<file path="config.mk">
export PLATFORM = sky130hd
export DESIGN_NAME = mandelbrot_ctrl_s_axi_flat
export DESIGN_NICKNAME = d
export VERILOG_FILES = /design/src/rtl/mandelbrot_ctrl_s_axi_if.sv /design/src/rtl/mandelbrot_ctrl_s_axi.sv /design/src/flat_wrapper.sv
export SDC_FILE = /design/constraint.sdc
export NUM_CORES = 1
export LEC_CHECK = 0
export CAP_MARGIN = 20
export CORE_UTILIZATION = 35
export CTS_BUF_LIST = sky130_fd_sc_hd__clkbuf_16
export DETAILED_ROUTE_END_ITERATION = 16
export HOLD_SLACK_MARGIN = 0.08
export SLEW_MARGIN = 20
export SYNTH_ARGS = -nofsm -noshare
export SYNTH_HDL_FRONTEND = slang
export SYNTH_SLANG_ARGS = --single-unit
</file>
<file path="constraint.sdc">
create_clock -name ap_clk -period 3.25 [get_ports ap_clk]
set_input_delay 0.65 -clock ap_clk [delete_from_list [all_inputs] [get_ports ap_clk]]
set_output_delay 0.65 -clock ap_clk [all_outputs]
set_load 0.01 [all_outputs]
</file>
<file path="src/rtl/mandelbrot_ctrl_s_axi_if.sv">
// AXI4-Lite bus bundle for the mandelbrot kernel control port.
// The master drives requests; the slave drives ready/response fields.
interface mandelbrot_ctrl_s_axi_if #(
    parameter int ADDR_W = 12
);
    logic              awvalid;
    logic              awready;
    logic [ADDR_W-1:0] awaddr;
    logic              wvalid;
    logic              wready;
    logic [31:0]       wdata;
    logic [3:0]        wstrb;
    logic              bvalid;
    logic              bready;
    logic [1:0]        bresp;
    logic              arvalid;
    logic              arready;
    logic [ADDR_W-1:0] araddr;
    logic              rvalid;
    logic              rready;
    logic [31:0]       rdata;
    logic [1:0]        rresp;

    modport master (
        output awvalid, awaddr, wvalid, wdata, wstrb, bready,
        output arvalid, araddr, rready,
        input  awready, wready, bvalid, bresp,
        input  arready, rvalid, rdata, rresp
    );

    modport slave (
        input  awvalid, awaddr, wvalid, wdata, wstrb, bready,
        input  arvalid, araddr, rready,
        output awready, wready, bvalid, bresp,
        output arready, rvalid, rdata, rresp
    );
endinterface

</file>
<file path="src/rtl/mandelbrot_ctrl_s_axi.sv">
// AXI4-Lite control register file for the mandelbrot kernel:
// ap_ctrl_hs handshake, interrupts, ctrl_length and pointer a.
module mandelbrot_ctrl_s_axi #(
    parameter int C_S_AXI_ADDR_WIDTH = 12,
    parameter int C_S_AXI_DATA_WIDTH = 32
) (
    input  logic                         ap_clk,
    input  logic                         ap_rst_n,
    mandelbrot_ctrl_s_axi_if.slave       s_axi,
    output logic                         o_ap_start,
    input  logic                         i_ap_done,
    input  logic                         i_ap_idle,
    input  logic                         i_ap_ready,
    output logic [31:0]                  o_ctrl_length,
    output logic [63:0]                  o_a,
    output logic                         o_interrupt
);
    localparam int AW = C_S_AXI_ADDR_WIDTH;
    localparam int DW = C_S_AXI_DATA_WIDTH;
    localparam int WW = AW - 2;

    localparam logic [WW-1:0] A_CTRL = WW'(0);
    localparam logic [WW-1:0] A_GIE  = WW'(1);
    localparam logic [WW-1:0] A_IER  = WW'(2);
    localparam logic [WW-1:0] A_ISR  = WW'(3);
    localparam logic [WW-1:0] A_LEN  = WW'(4);
    localparam logic [WW-1:0] A_ALO  = WW'(6);
    localparam logic [WW-1:0] A_AHI  = WW'(7);

    typedef enum logic [1:0] {
        WRIDLE, WRDATA, WRRESP, WRRESET
    } wstate_t;

    typedef enum logic [1:0] {
        RDIDLE, RDDATA, RDRESET
    } rstate_t;

    wstate_t       r_wstate, w_wnext;
    rstate_t       r_rstate, w_rnext;
    logic [WW-1:0] r_waddr;
    logic [WW-1:0] w_raddr;
    logic [DW-1:0] r_rdata, w_rdata;
    logic [31:0]   w_wmask;
    logic          w_aw_hs, w_w_hs, w_ar_hs;
    logic          w_wr_ctrl, w_wr_isr;

    logic          r_ap_start, r_auto_restart, r_ap_done;
    logic          r_gie, r_int;
    logic [1:0]    r_ier, r_isr;
    logic [31:0]   r_len, r_a_lo, r_a_hi;

    assign w_aw_hs = (r_wstate == WRIDLE) & s_axi.awvalid;
    assign w_w_hs  = (r_wstate == WRDATA) & s_axi.wvalid;
    assign w_ar_hs = (r_rstate == RDIDLE) & s_axi.arvalid;
    assign w_raddr = s_axi.araddr[AW-1:2];

    assign w_wmask = {{8{s_axi.wstrb[3]}}, {8{s_axi.wstrb[2]}},
                      {8{s_axi.wstrb[1]}}, {8{s_axi.wstrb[0]}}};

    assign w_wr_ctrl = w_w_hs & (r_waddr == A_CTRL) & s_axi.wstrb[0];
    assign w_wr_isr  = w_w_hs & (r_waddr == A_ISR) & s_axi.wstrb[0];

    assign s_axi.awready = (r_wstate == WRIDLE);
    assign s_axi.wready  = (r_wstate == WRDATA);
    assign s_axi.bvalid  = (r_wstate == WRRESP);
    assign s_axi.bresp   = 2'b00;
    assign s_axi.arready = (r_rstate == RDIDLE);
    assign s_axi.rvalid  = (r_rstate == RDDATA);
    assign s_axi.rdata   = r_rdata;
    assign s_axi.rresp   = 2'b00;

    assign o_ap_start    = r_ap_start;
    assign o_ctrl_length = r_len;
    assign o_a           = {r_a_hi, r_a_lo};
    assign o_interrupt   = r_int;

    // Reset parks both FSMs in a non-idle state so ready stays low.
    always_ff @(posedge ap_clk or negedge ap_rst_n) begin
        if (!ap_rst_n) begin
            r_wstate <= WRRESET;
            r_rstate <= RDRESET;
        end else begin
            r_wstate <= w_wnext;
            r_rstate <= w_rnext;
        end
    end

    always_comb begin
        w_wnext = r_wstate;
        unique case (r_wstate)
            WRIDLE:  if (s_axi.awvalid) w_wnext = WRDATA;
            WRDATA:  if (s_axi.wvalid)  w_wnext = WRRESP;
            WRRESP:  if (s_axi.bready)  w_wnext = WRIDLE;
            WRRESET: w_wnext = WRIDLE;
            default: w_wnext = WRIDLE;
        endcase
    end

    always_comb begin
        w_rnext = r_rstate;
        unique case (r_rstate)
            RDIDLE:  if (s_axi.arvalid) w_rnext = RDDATA;
            RDDATA:  if (s_axi.rready)  w_rnext = RDIDLE;
            RDRESET: w_rnext = RDIDLE;
            default: w_rnext = RDIDLE;
        endcase
    end

    always_comb begin
        w_rdata = '0;
        case (w_raddr)
            A_CTRL: begin
                w_rdata[0] = r_ap_start;
                w_rdata[1] = r_ap_done;
                w_rdata[2] = i_ap_idle;
                w_rdata[3] = i_ap_ready;
                w_rdata[7] = r_auto_restart;
            end
            A_GIE:   w_rdata[0]   = r_gie;
            A_IER:   w_rdata[1:0] = r_ier;
            A_ISR:   w_rdata[1:0] = r_isr;
            A_LEN:   w_rdata      = r_len;
            A_ALO:   w_rdata      = r_a_lo;
            A_AHI:   w_rdata      = r_a_hi;
            default: w_rdata      = '0;
        endcase
    end

    always_ff @(posedge ap_clk or negedge ap_rst_n) begin
        if (!ap_rst_n) begin
            r_waddr <= '0;
            r_rdata <= '0;
        end else begin
            if (w_aw_hs) r_waddr <= s_axi.awaddr[AW-1:2];
            if (w_ar_hs) r_rdata <= w_rdata;
        end
    end

    always_ff @(posedge ap_clk or negedge ap_rst_n) begin
        if (!ap_rst_n) begin
            r_len  <= '0;
            r_a_lo <= '0;
            r_a_hi <= '0;
        end else if (w_w_hs) begin
            case (r_waddr)
                A_LEN: r_len  <= (s_axi.wdata & w_wmask) | (r_len & ~w_wmask);
                A_ALO: r_a_lo <= (s_axi.wdata & w_wmask) | (r_a_lo & ~w_wmask);
                A_AHI: r_a_hi <= (s_axi.wdata & w_wmask) | (r_a_hi & ~w_wmask);
                default: ;
            endcase
        end
    end

    // A start write outranks the same-cycle ap_ready clear.
    always_ff @(posedge ap_clk or negedge ap_rst_n) begin
        if (!ap_rst_n) begin
            r_ap_start     <= 1'b0;
            r_auto_restart <= 1'b0;
            r_ap_done      <= 1'b0;
        end else begin
            if (w_wr_ctrl && s_axi.wdata[0])
                r_ap_start <= 1'b1;
            else if (i_ap_ready)
                r_ap_start <= r_auto_restart;
            if (w_wr_ctrl)
                r_auto_restart <= s_axi.wdata[7];
            if (i_ap_done)
                r_ap_done <= 1'b1;
            else if (w_ar_hs && (w_raddr == A_CTRL))
                r_ap_done <= 1'b0;
        end
    end

    always_ff @(posedge ap_clk or negedge ap_rst_n) begin
        if (!ap_rst_n) begin
            r_gie <= 1'b0;
            r_ier <= 2'b00;
            r_isr <= 2'b00;
            r_int <= 1'b0;
        end else begin
            if (w_w_hs && (r_waddr == A_GIE) && s_axi.wstrb[0])
                r_gie <= s_axi.wdata[0];
            if (w_w_hs && (r_waddr == A_IER) && s_axi.wstrb[0])
                r_ier <= s_axi.wdata[1:0];
            if (i_ap_done && r_ier[0])
                r_isr[0] <= 1'b1;
            else if (w_wr_isr)
                r_isr[0] <= r_isr[0] ^ s_axi.wdata[0];
            if (i_ap_ready && r_ier[1])
                r_isr[1] <= 1'b1;
            else if (w_wr_isr)
                r_isr[1] <= r_isr[1] ^ s_axi.wdata[1];
            r_int <= r_gie & (r_isr[0] | r_isr[1]);
        end
    end
endmodule

</file>
<file path="src/flat_wrapper.sv">
// flat-port wrapper written by rule: the top's interface ports become plain ports
module mandelbrot_ctrl_s_axi_flat 
#(
    parameter int C_S_AXI_ADDR_WIDTH = 12,
    parameter int C_S_AXI_DATA_WIDTH = 32
)
  (ap_clk, ap_rst_n, o_ap_start, i_ap_done, i_ap_idle, i_ap_ready, o_ctrl_length, o_a, o_interrupt, s_axi_awvalid, s_axi_awaddr, s_axi_wvalid, s_axi_wdata, s_axi_wstrb, s_axi_bready, s_axi_arvalid, s_axi_araddr, s_axi_rready, s_axi_awready, s_axi_wready, s_axi_bvalid, s_axi_bresp, s_axi_arready, s_axi_rvalid, s_axi_rdata, s_axi_rresp);
  mandelbrot_ctrl_s_axi_if #(.ADDR_W(12)) s_axi_i ();
  input  logic ap_clk;
  input  logic ap_rst_n;
  output logic o_ap_start;
  input  logic i_ap_done;
  input  logic i_ap_idle;
  input  logic i_ap_ready;
  output logic [31:0] o_ctrl_length;
  output logic [63:0] o_a;
  output logic o_interrupt;
  input wire logic [$bits(s_axi_i.awvalid)-1:0] s_axi_awvalid;
  input wire logic [$bits(s_axi_i.awaddr)-1:0] s_axi_awaddr;
  input wire logic [$bits(s_axi_i.wvalid)-1:0] s_axi_wvalid;
  input wire logic [$bits(s_axi_i.wdata)-1:0] s_axi_wdata;
  input wire logic [$bits(s_axi_i.wstrb)-1:0] s_axi_wstrb;
  input wire logic [$bits(s_axi_i.bready)-1:0] s_axi_bready;
  input wire logic [$bits(s_axi_i.arvalid)-1:0] s_axi_arvalid;
  input wire logic [$bits(s_axi_i.araddr)-1:0] s_axi_araddr;
  input wire logic [$bits(s_axi_i.rready)-1:0] s_axi_rready;
  output wire logic [$bits(s_axi_i.awready)-1:0] s_axi_awready;
  output wire logic [$bits(s_axi_i.wready)-1:0] s_axi_wready;
  output wire logic [$bits(s_axi_i.bvalid)-1:0] s_axi_bvalid;
  output wire logic [$bits(s_axi_i.bresp)-1:0] s_axi_bresp;
  output wire logic [$bits(s_axi_i.arready)-1:0] s_axi_arready;
  output wire logic [$bits(s_axi_i.rvalid)-1:0] s_axi_rvalid;
  output wire logic [$bits(s_axi_i.rdata)-1:0] s_axi_rdata;
  output wire logic [$bits(s_axi_i.rresp)-1:0] s_axi_rresp;
  assign s_axi_i.awvalid = s_axi_awvalid;
  assign s_axi_i.awaddr = s_axi_awaddr;
  assign s_axi_i.wvalid = s_axi_wvalid;
  assign s_axi_i.wdata = s_axi_wdata;
  assign s_axi_i.wstrb = s_axi_wstrb;
  assign s_axi_i.bready = s_axi_bready;
  assign s_axi_i.arvalid = s_axi_arvalid;
  assign s_axi_i.araddr = s_axi_araddr;
  assign s_axi_i.rready = s_axi_rready;
  assign s_axi_awready = s_axi_i.awready;
  assign s_axi_wready = s_axi_i.wready;
  assign s_axi_bvalid = s_axi_i.bvalid;
  assign s_axi_bresp = s_axi_i.bresp;
  assign s_axi_arready = s_axi_i.arready;
  assign s_axi_rvalid = s_axi_i.rvalid;
  assign s_axi_rdata = s_axi_i.rdata;
  assign s_axi_rresp = s_axi_i.rresp;
  mandelbrot_ctrl_s_axi #(.C_S_AXI_ADDR_WIDTH(C_S_AXI_ADDR_WIDTH), .C_S_AXI_DATA_WIDTH(C_S_AXI_DATA_WIDTH)) u_core (.ap_clk(ap_clk), .ap_rst_n(ap_rst_n), .s_axi(s_axi_i), .o_ap_start(o_ap_start), .i_ap_done(i_ap_done), .i_ap_idle(i_ap_idle), .i_ap_ready(i_ap_ready), .o_ctrl_length(o_ctrl_length), .o_a(o_a), .o_interrupt(o_interrupt));
endmodule
</file>
==> impl_metrics.ini, run 1 <==
[outcome]
status = completed

[flow_run]
drv_cap = 0

[placement]
preCtsSetupSlack_ns = 0.420
port_buffers = 200
detailed_place_hpwl_mm = 12.8
dpl_cell_area_um2 = 8890
routabilityCongestion = 0.776

[synth]
synth_cells = 466
synthMuxAreaShare = 0.206
yosysWarningCount = 0
syn_avg_cell_area_um2 = 14.2
synth_flop_cell = dfrtp_1
synthXorXnorAreaFrac = 0
yosys.area_share.simple = 0.0987
synth_top_family_by_area = multiplexers
synth_compound_area_frac = 0.0987
yosys.area_share.adder = 0
syn_area_um2 = 6610
async_flop_share = 1.00
synth_edf_count = 0
ys_seq_elements = 151
yosysMostFrequentCell = dfrtp_1
synth_cell_types = 39
netlist_top_cells_count = dfrtp_1, mux2_2, a22o_1, nor2b_1, a221o_1
yosys.area.top_type = dfrtp_1
synthTopCellsByArea = dfrtp_1, mux2_2, a221o_1
yosysSeqAreaShare = 0.573
synth_top_area_frac = 0.561

[pwr]
power_frac_seq = 0.450
ir_drop_mv = 0.345
internal-power_mw = 3.38
clkPwrFrac = 0.416
combPwrFrac = 0.135
p_leak_nw = 4.36
cellPowerDensity_nw_per_um2 = 492
power_switching_share = 0.274
power_switching_mw = 1.27

[timing]
post-route-period-util = 0.737
slew_violations = 0
max_freq_ghz = 0.417
finalSetupTns_ns = 0
finalClockSkew_ns = 0.00950
layout_setup_ws_ns = 0.855
finalHoldViolCount = 0
tightest_slew_ns = 0.720
final.min_clock_period_ns = 2.40
relSlewSlack = 0.520
rsz0062_at_grt = false
finalSetupViolCount = 0

[grt]
antenna_found_initial = 0
grt_overflow_total = 0
grt_pass1_vias = 5140
grt_pass1_wl_mm = 29.8
track_usage = 0.202
grt_start_max_net_pins = 64

[cts]
clk_path_buf_depth = 2
cts_hold_buf = 0
cts_sinks = 151
cts_setup_buffers = 0
cts_resized = 0
clkLatencyLatePin_ns = 0.42
cts_tree = yes
path_clk_slew_ns = 0.07
numCtsBuffers = 17
h-tree-depth = 4
cts-root-buf = clkbuf_16

[min_path]
hold_path.class = primary input to asynchronous set/reset pin

[setup_path]
cp_max_fo = 20
start_kind = primary input
endpoint_kind = register
cp.required_ns = 3.55
cp_data_arrival_time_ns = 2.70
ff2ff_path_depth = 5
critPathKind = primary input to register

[final_layout]
synthToLayoutAreaGrowth_pct = 43.3
num_antenna_cells = 0
drive_above_1_share = 0.251
design_area_um2 = 9470
nNetsFinal = 746

[drt]
vias_per_cell = 5.25
wl_mm = 18.8
drc = 0
first_pass_iters = 4
postRouteAntennaNets = 0
post_drt_wl_per_cell_um = 20.5
via_count = 4823
first_iter_violations = 230

[floorplan]
initial_core_util = 0.363
die-width_um = 139
ios = 209
die-area_um2 = 19400
die_h_um = 139
row_count = 49
coreArea_um2 = 18200
-- per-stage QoR --
step | util | power [mW] | instances | hold WS [ns]
2_1_floorplan | - | 2.45 | 470 | 0.354
3_3_place_gp | 0.488 | 2.75 | 886 | 0.464
3_5_place_dp | 0.488 | 2.76 | 886 | 0.479
4_1_cts | 0.520 | 4.70 | 918 | 0.180
5_1_grt | 0.520 | 4.86 | 918 | 0.203
6_report | 0.520 | 4.66 | 918 | 0.170
-- worst max-delay path, stage by stage --
cell and delay [ns]:
clkdlybuf4s50_1 0.48, and3b_1 0.21, nand3_2 0.08, buf_4 0.27
nor3_4 0.59, mux2_2 0.40
-- cell families after synthesis --
kind of cell	count (synthesis)
multiplexers	122
buffers and inverters	29
flip-flops	151
other	1
AND/OR/NAND/NOR	90
AO/OA/AOI/OAI	73
-- power by group through the flow --
stage	registers, mW	clock network [mW]	logic [mW]
after floorplan	2.11	0	0.341
after global routing	2.11	2.07	0.677
after global placement	2.12	0	0.625
after detailed placement	2.13	0	0.635
final	2.10	1.94	0.627
after CTS	2.09	1.97	0.637
-- path summary, 6_finish.rpt --
path                                       startpoint                          to  slack, ns
worst max-delay path                     s_axi_wvalid                    register       0.85
worst min-delay path                         ap_rst_n  asynchronous set/reset pin       0.17
worst max register to register      u_core.r_waddr[7]                    register       1.02
worst min register to register  u_core.s_axi.rdata[0]       u_core.s_axi.rdata[0]       0.49
max in group asynchronous                    ap_rst_n       u_core.s_axi.rdata[6]       2.18
min in group ap_clk             u_core.s_axi.rdata[0]       u_core.s_axi.rdata[0]       0.49
-- routing by layer --
layer	global-route usage	routed length [um]
met5	0	0
met2	0.337	9260
met4	0.0772	377
met3	0.0465	1010
met1	0.254	8130
-- cell type report --
type | instances | area (um2)
Clock buffer | 17 | 425
Clock inverter | 15 | 154
Fill cell | 1545 | 8740
Inverter | 4 | 15.0
Multi-Input combinational cell | 290 | 2700
Sequential cell | 151 | 3780
Tap cell | 229 | 287
Timing Repair Buffer | 212 | 2110
-- placed cells by master, fill, tap and decap left out, drive strengths merged, types with 2 or more instances in the layout --
cell           count
a22o              30
buf               13
or2                2
nor4               2
nor2b             30
mux2i             10
clkinv             2
clkbuf            17
a221o             28
and2               2
or4                2
o22ai              3
dfrtp            148
mux2             112
clkinvlp           3
inv               13
nor3b              3
nand2             12
nand3              6
a21o               4
nor2               5
nor3              18
conb               5
o31ai              4
clkdlybuf4s50    199
nand2b             2
dfstp              3
No activity file was read; power rests on OpenSTA's default activity.
==> inputs of run 2 (changes only) <==
==> constraint.sdc (replaced) <==
create_clock -name ap_clk -period 2.4 [get_ports ap_clk]
set_input_delay 0.48 -clock ap_clk [delete_from_list [all_inputs] [get_ports ap_clk]]
set_output_delay 0.48 -clock ap_clk [all_outputs]
set_load 0.01 [all_outputs]
==> run 2 against run 1 <==
Non-clock buffer count increased by 20. First-iteration DRC count increased by 1.3%. Cell count increased by 2.1%. Clock power increased by 41%. Power increased by 38%. Sequential power increased by 35%. Critical path type is now register to primary output. Largest cell class unchanged. Largest power group unchanged. Highest routed layer unchanged.
==> impl_metrics.ini, run 2 (synthesized netlist as in run 1, its figures left out) <==
[cts]
numCtsBuffers = 17
path_clk_slew_ns = 0.06
cts_setup_buffers = 0
cts-root-buf = clkbuf_16
clk_path_buf_depth = 2
h-tree-depth = 4
clkLatencyLatePin_ns = 0.43
cts_tree = yes
cts_sinks = 151
cts_resized = 0

[grt]
track_usage = 0.202
met2_usage = 0.330
grt_overflow_total = 0
grt_pass1_wl_mm = 29.7
met1_usage = 0.252
grt_start_max_net_pins = 62
antenna_found_initial = 0
grt_pass1_vias = 5184
grt-busiest-layer = met2
grt_use_met3 = 0.0551

[final_layout]
n_fill_cell = 1491
nNetsFinal = 766
layout_common_cells = clkdlybuf4s50_1, dfrtp_1, mux2_2
synthToLayoutAreaGrowth_pct = 48.4
drive_above_1_share = 0.268
num_antenna_cells = 0
final_common_cell = clkdlybuf4s50_1

[timing]
rsz0062_at_grt = false
finalSetupViolCount = 0
holdWs_ns = 0.488
final.min_clock_period_ns = 2.18
post-route-period-util = 0.910
finalClockSkew_ns = 0.0127
finalSetupTns_ns = 0
slew_violations = 0
finalHoldViolCount = 0
max_freq_ghz = 0.458

[setup_path]
cp_max_fo = 4
crit_path_top_delay_cell = clkdlybuf4s50_1
crit_path_cell_trace = nor2b_1 > clkdlybuf4s50_1
crit_family = buffers and inverters
cp_data_arrival_time_ns = 1.70
crit_buf_inv = 1
critPathKind = register to primary output
start_kind = register
endpoint_kind = primary output
cp.required_ns = 1.92
slowest_delay_ns = 0.56

[floorplan]
initial_core_util = 0.363
die-area_um2 = 19400
row_count = 49
ios = 209
coreArea_um2 = 18200
die_h_um = 139
die-width_um = 139

[drt]
wl_mm = 18.5
via_count = 4883
drc = 0
first_pass_iters = 4
first_iter_violations = 233
vias_per_cell = 5.21
postRouteAntennaNets = 0
post_drt_wl_per_cell_um = 19.8

[placement]
detailed_place_hpwl_mm = 13.0
port_buffers = 200
routabilityCongestion = 0.778

[pwr]
cellPowerDensity_nw_per_um2 = 657
p_leak_nw = 4.53
ir_drop_mv = 0.549

[flow_run]
drv_cap = 0

[outcome]
status = completed

[min_path]
hold_path.class = register to register
run 2: cell count changes in the layout (fill, tap and decap cells not counted), sizes merged:
cell	previous run	this run
buf	13	32
bufinv	1	3
clkinv	2	7
clkinvlp	3	0
dlygate4sd3	0	1
inv	13	8
run 2: cell type report:
class                   count  area (um2)  share of cell area
repair buffers            232        2420               0.247
clock buffers              17         425              0.0434
flip-flops and latches    151        3780               0.386
well taps                 229         287              0.0292
multi-input cells         290        2700               0.275
clock inverters            14         176              0.0180
inverters                   4        15.0             0.00153
run 2: per-stage QoR:
step                power [mW]  instance area [um2]  setup WS, ns   util  std cells
floorplan                 3.32                 6620         0.594      -        470
global placement          3.73                 9190        0.0711  0.505        905
detailed placement        3.76                 9190        0.0596  0.505        905
CTS                       6.51                 9800         0.199  0.538        937
global route              6.72                 9800         0.133  0.538        937
finish                    6.44                 9800         0.216  0.538        937
run 2: metal layers:
layer,vias up,routed length (um)
li1,2209,-
met2,170,9010
met5,-,0
met4,0,485
met3,24,1230
met1,2480,7810
run 2: final timing paths:
path,start,end,slack [ns],depth (start not counted)
max in group asynchronous,ap_rst_n,u_core.r_wstate[0],1.16,3
max reg2reg,u_core.r_waddr[7],register,0.49,6
max,u_core.r_wstate[1],s_axi_bvalid,0.22,2
min reg2reg,u_core.r_ap_done,u_core.r_ap_done,0.49,1
min in group asynchronous,ap_rst_n,u_core.s_axi.rdata[15],0.52,2
min,u_core.r_ap_done,u_core.r_ap_done,0.49,1
run 2: power breakdown:
group	internal, mW	total (mW)	switching, mW	leakage, nW
Sequential	2.71	2.84	0.127	2.07
Clock	1.64	2.74	1.10	0.301
Combinational	0.419	0.865	0.446	2.16
run 2: repair_timing:
action                                  in CTS  in global routing
hold buffers                                 1                  0
endpoints found under the hold margin       39                  0
endpoints found under the setup margin       0                  0
run 2: worst register-to-register path: cells and delay by family, from the launching register on:
| kind | cells | cell delay [ns] |
|---|---|---|
| flip-flops | 1 | 0.38 |
| buffers and inverters | 2 | 0.39 |
| multiplexers | 1 | 0.34 |
| AND/OR/NAND/NOR | 3 | 0.70 |
==> inputs of run 3 (changes only) <==
==> constraint.sdc (replaced) <==
create_clock -name ap_clk -period 2.11 [get_ports ap_clk]
set_input_delay 0.422 -clock ap_clk [delete_from_list [all_inputs] [get_ports ap_clk]]
set_output_delay 0.422 -clock ap_clk [all_outputs]
set_load 0.01 [all_outputs]
==> run 3 against run 2 <==
Flip-flop and latch count did not move. Sequential power rose by 14%. Register-to-register slack got worse by 0.36 ns.
==> impl_metrics.ini, run 3 (synthesized netlist as in run 1, its figures left out) <==
[timing]
max_freq_ghz = 0.505
relSlewSlack = 0.664
finalHoldViolCount = 0
rsz0062_at_grt = false
finalSetupViolCount = 0
tightest_slew_ns = 0.503
slew_violations = 0
layout_setup_ws_ns = 0.130
post-route-period-util = 0.938
final.min_clock_period_ns = 1.98
finalClockSkew_ns = 0.0108

[drt]
vias_per_cell = 5.18
post_drt_wl_per_cell_um = 19.8
drc = 0
via_count = 4934
first_pass_iters = 5
wl_mm = 18.9
postRouteAntennaNets = 0
first_iter_violations = 214

[grt]
grt_start_max_net_pins = 51
grt_pass1_wl_mm = 30.1
grt_pass1_vias = 5408
grt_overflow_total = 0
track_usage = 0.202
antenna_found_initial = 0

[cts]
clk_path_buf_depth = 2
cts_sinks = 151
numCtsBuffers = 17
cts_tree = yes
path_clk_slew_ns = 0.06
clkLatencyLatePin_ns = 0.42
cts-root-buf = clkbuf_16
h-tree-depth = 4
cts_setup_buffers = 0

[final_layout]
synthToLayoutAreaGrowth_pct = 50.3
layout_common_cells = clkdlybuf4s50_1, dfrtp_1, mux2_2
n_fill_cell = 1519
nNetsFinal = 781
drive_above_1_share = 0.283
utilization = 0.545
num_antenna_cells = 0
final_common_cell = clkdlybuf4s50_1

[floorplan]
coreArea_um2 = 18200
die-area_um2 = 19400
die_h_um = 139
initial_core_util = 0.363
ios = 209
row_count = 49
die-width_um = 139

[placement]
routabilityCongestion = 0.787
preCtsSetupSlack_ns = -0.196
detailed_place_hpwl_mm = 13.5
port_buffers = 200

[min_path]
hold_path.class = register to register

[setup_path]
start_kind = register
cp_data_arrival_time_ns = 2.28
critPathKind = register to register
crit_path_cell_trace = nor4_1 > nand3_2 > buf_12 > nor4b_1 > mux2_2
slowest_delay_ns = 0.39
endpoint_kind = register
crit_path_top_delay_cell = dfrtp_1
cp_max_fo = 20
cp.required_ns = 2.41

[pwr]
p_leak_nw = 4.60
cellPowerDensity_nw_per_um2 = 733
ir_drop_mv = 0.524
power.total_mw = 7.28

[flow_run]
drv_cap = 0

[outcome]
status = completed
-- run 3: cell type report --
class / instances / area, um2 / area share
sequential: 151 / 3780 / 0.381
tap: 229 / 287 / 0.0289
clock buffer: 17 / 425 / 0.0428
inverter: 4 / 15.0 / 0.00151
clock inverter: 15 / 168 / 0.0169
timing repair buffer: 247 / 2560 / 0.257
multi-input combinational: 290 / 2700 / 0.272
-- run 3: final timing paths --
kind	start	endpoint	slack, ns	cells past startpoint
max reg2reg	u_core.r_waddr[7]	u_core.r_gie	0.13	5
min in group asynchronous	ap_rst_n	asynchronous set/reset pin	0.50	2
min	u_core.s_axi.rdata[0]	u_core.s_axi.rdata[0]	0.48	2
max in group asynchronous	ap_rst_n	u_core.r_rstate[1]	0.93	3
min reg2reg	u_core.s_axi.rdata[0]	u_core.s_axi.rdata[0]	0.48	2
max	u_core.r_waddr[7]	u_core.r_gie	0.13	5
-- run 3: critical path: cells and delay by family (launching register included) --
kind,cells,cell delay (ns)
buf+inv,1,0.21
flops,1,0.39
simple gates,3,0.90
mux,1,0.38
-- run 3: per-stage QoR --
| step | instances | setup TNS (ns) | area, um2 | hold WS, ns |
|---|---|---|---|---|
| after global placement | 920 | -17.63 | 9330 | 0.400 |
| after global routing | 953 | 0 | 9930 | 0.528 |
| after CTS | 953 | 0 | 9930 | 0.490 |
| after floorplan | 470 | 0 | 6620 | 0.126 |
| after detailed placement | 920 | -19.41 | 9330 | 0.408 |
| final | 953 | 0 | 9930 | 0.480 |
-- run 3: timing repair --
action | in CTS | in global routing
hold buffers | 1 | 0
hold endpoints to repair | 42 | 0
endpoints found under the setup margin | 2 | 0
gates resized for setup | 2 | 0
-- run 3: routing by layer --
metal | up-vias | part of all wire | track usage
met5 | - | 0 | 0
met4 | 0 | 0.020 | 0.0743
met3 | 24 | 0.057 | 0.0482
met2 | 158 | 0.50 | 0.341
met1 | 2526 | 0.43 | 0.250
li1 | 2226 | - | -
-- run 3: power breakdown --
group	switching (mW)	total [mW]	internal, mW
registers	0.148	3.23	3.08
clock network	1.28	3.05	1.77
logic	0.519	1.00	0.484
total	1.94	7.28	5.34
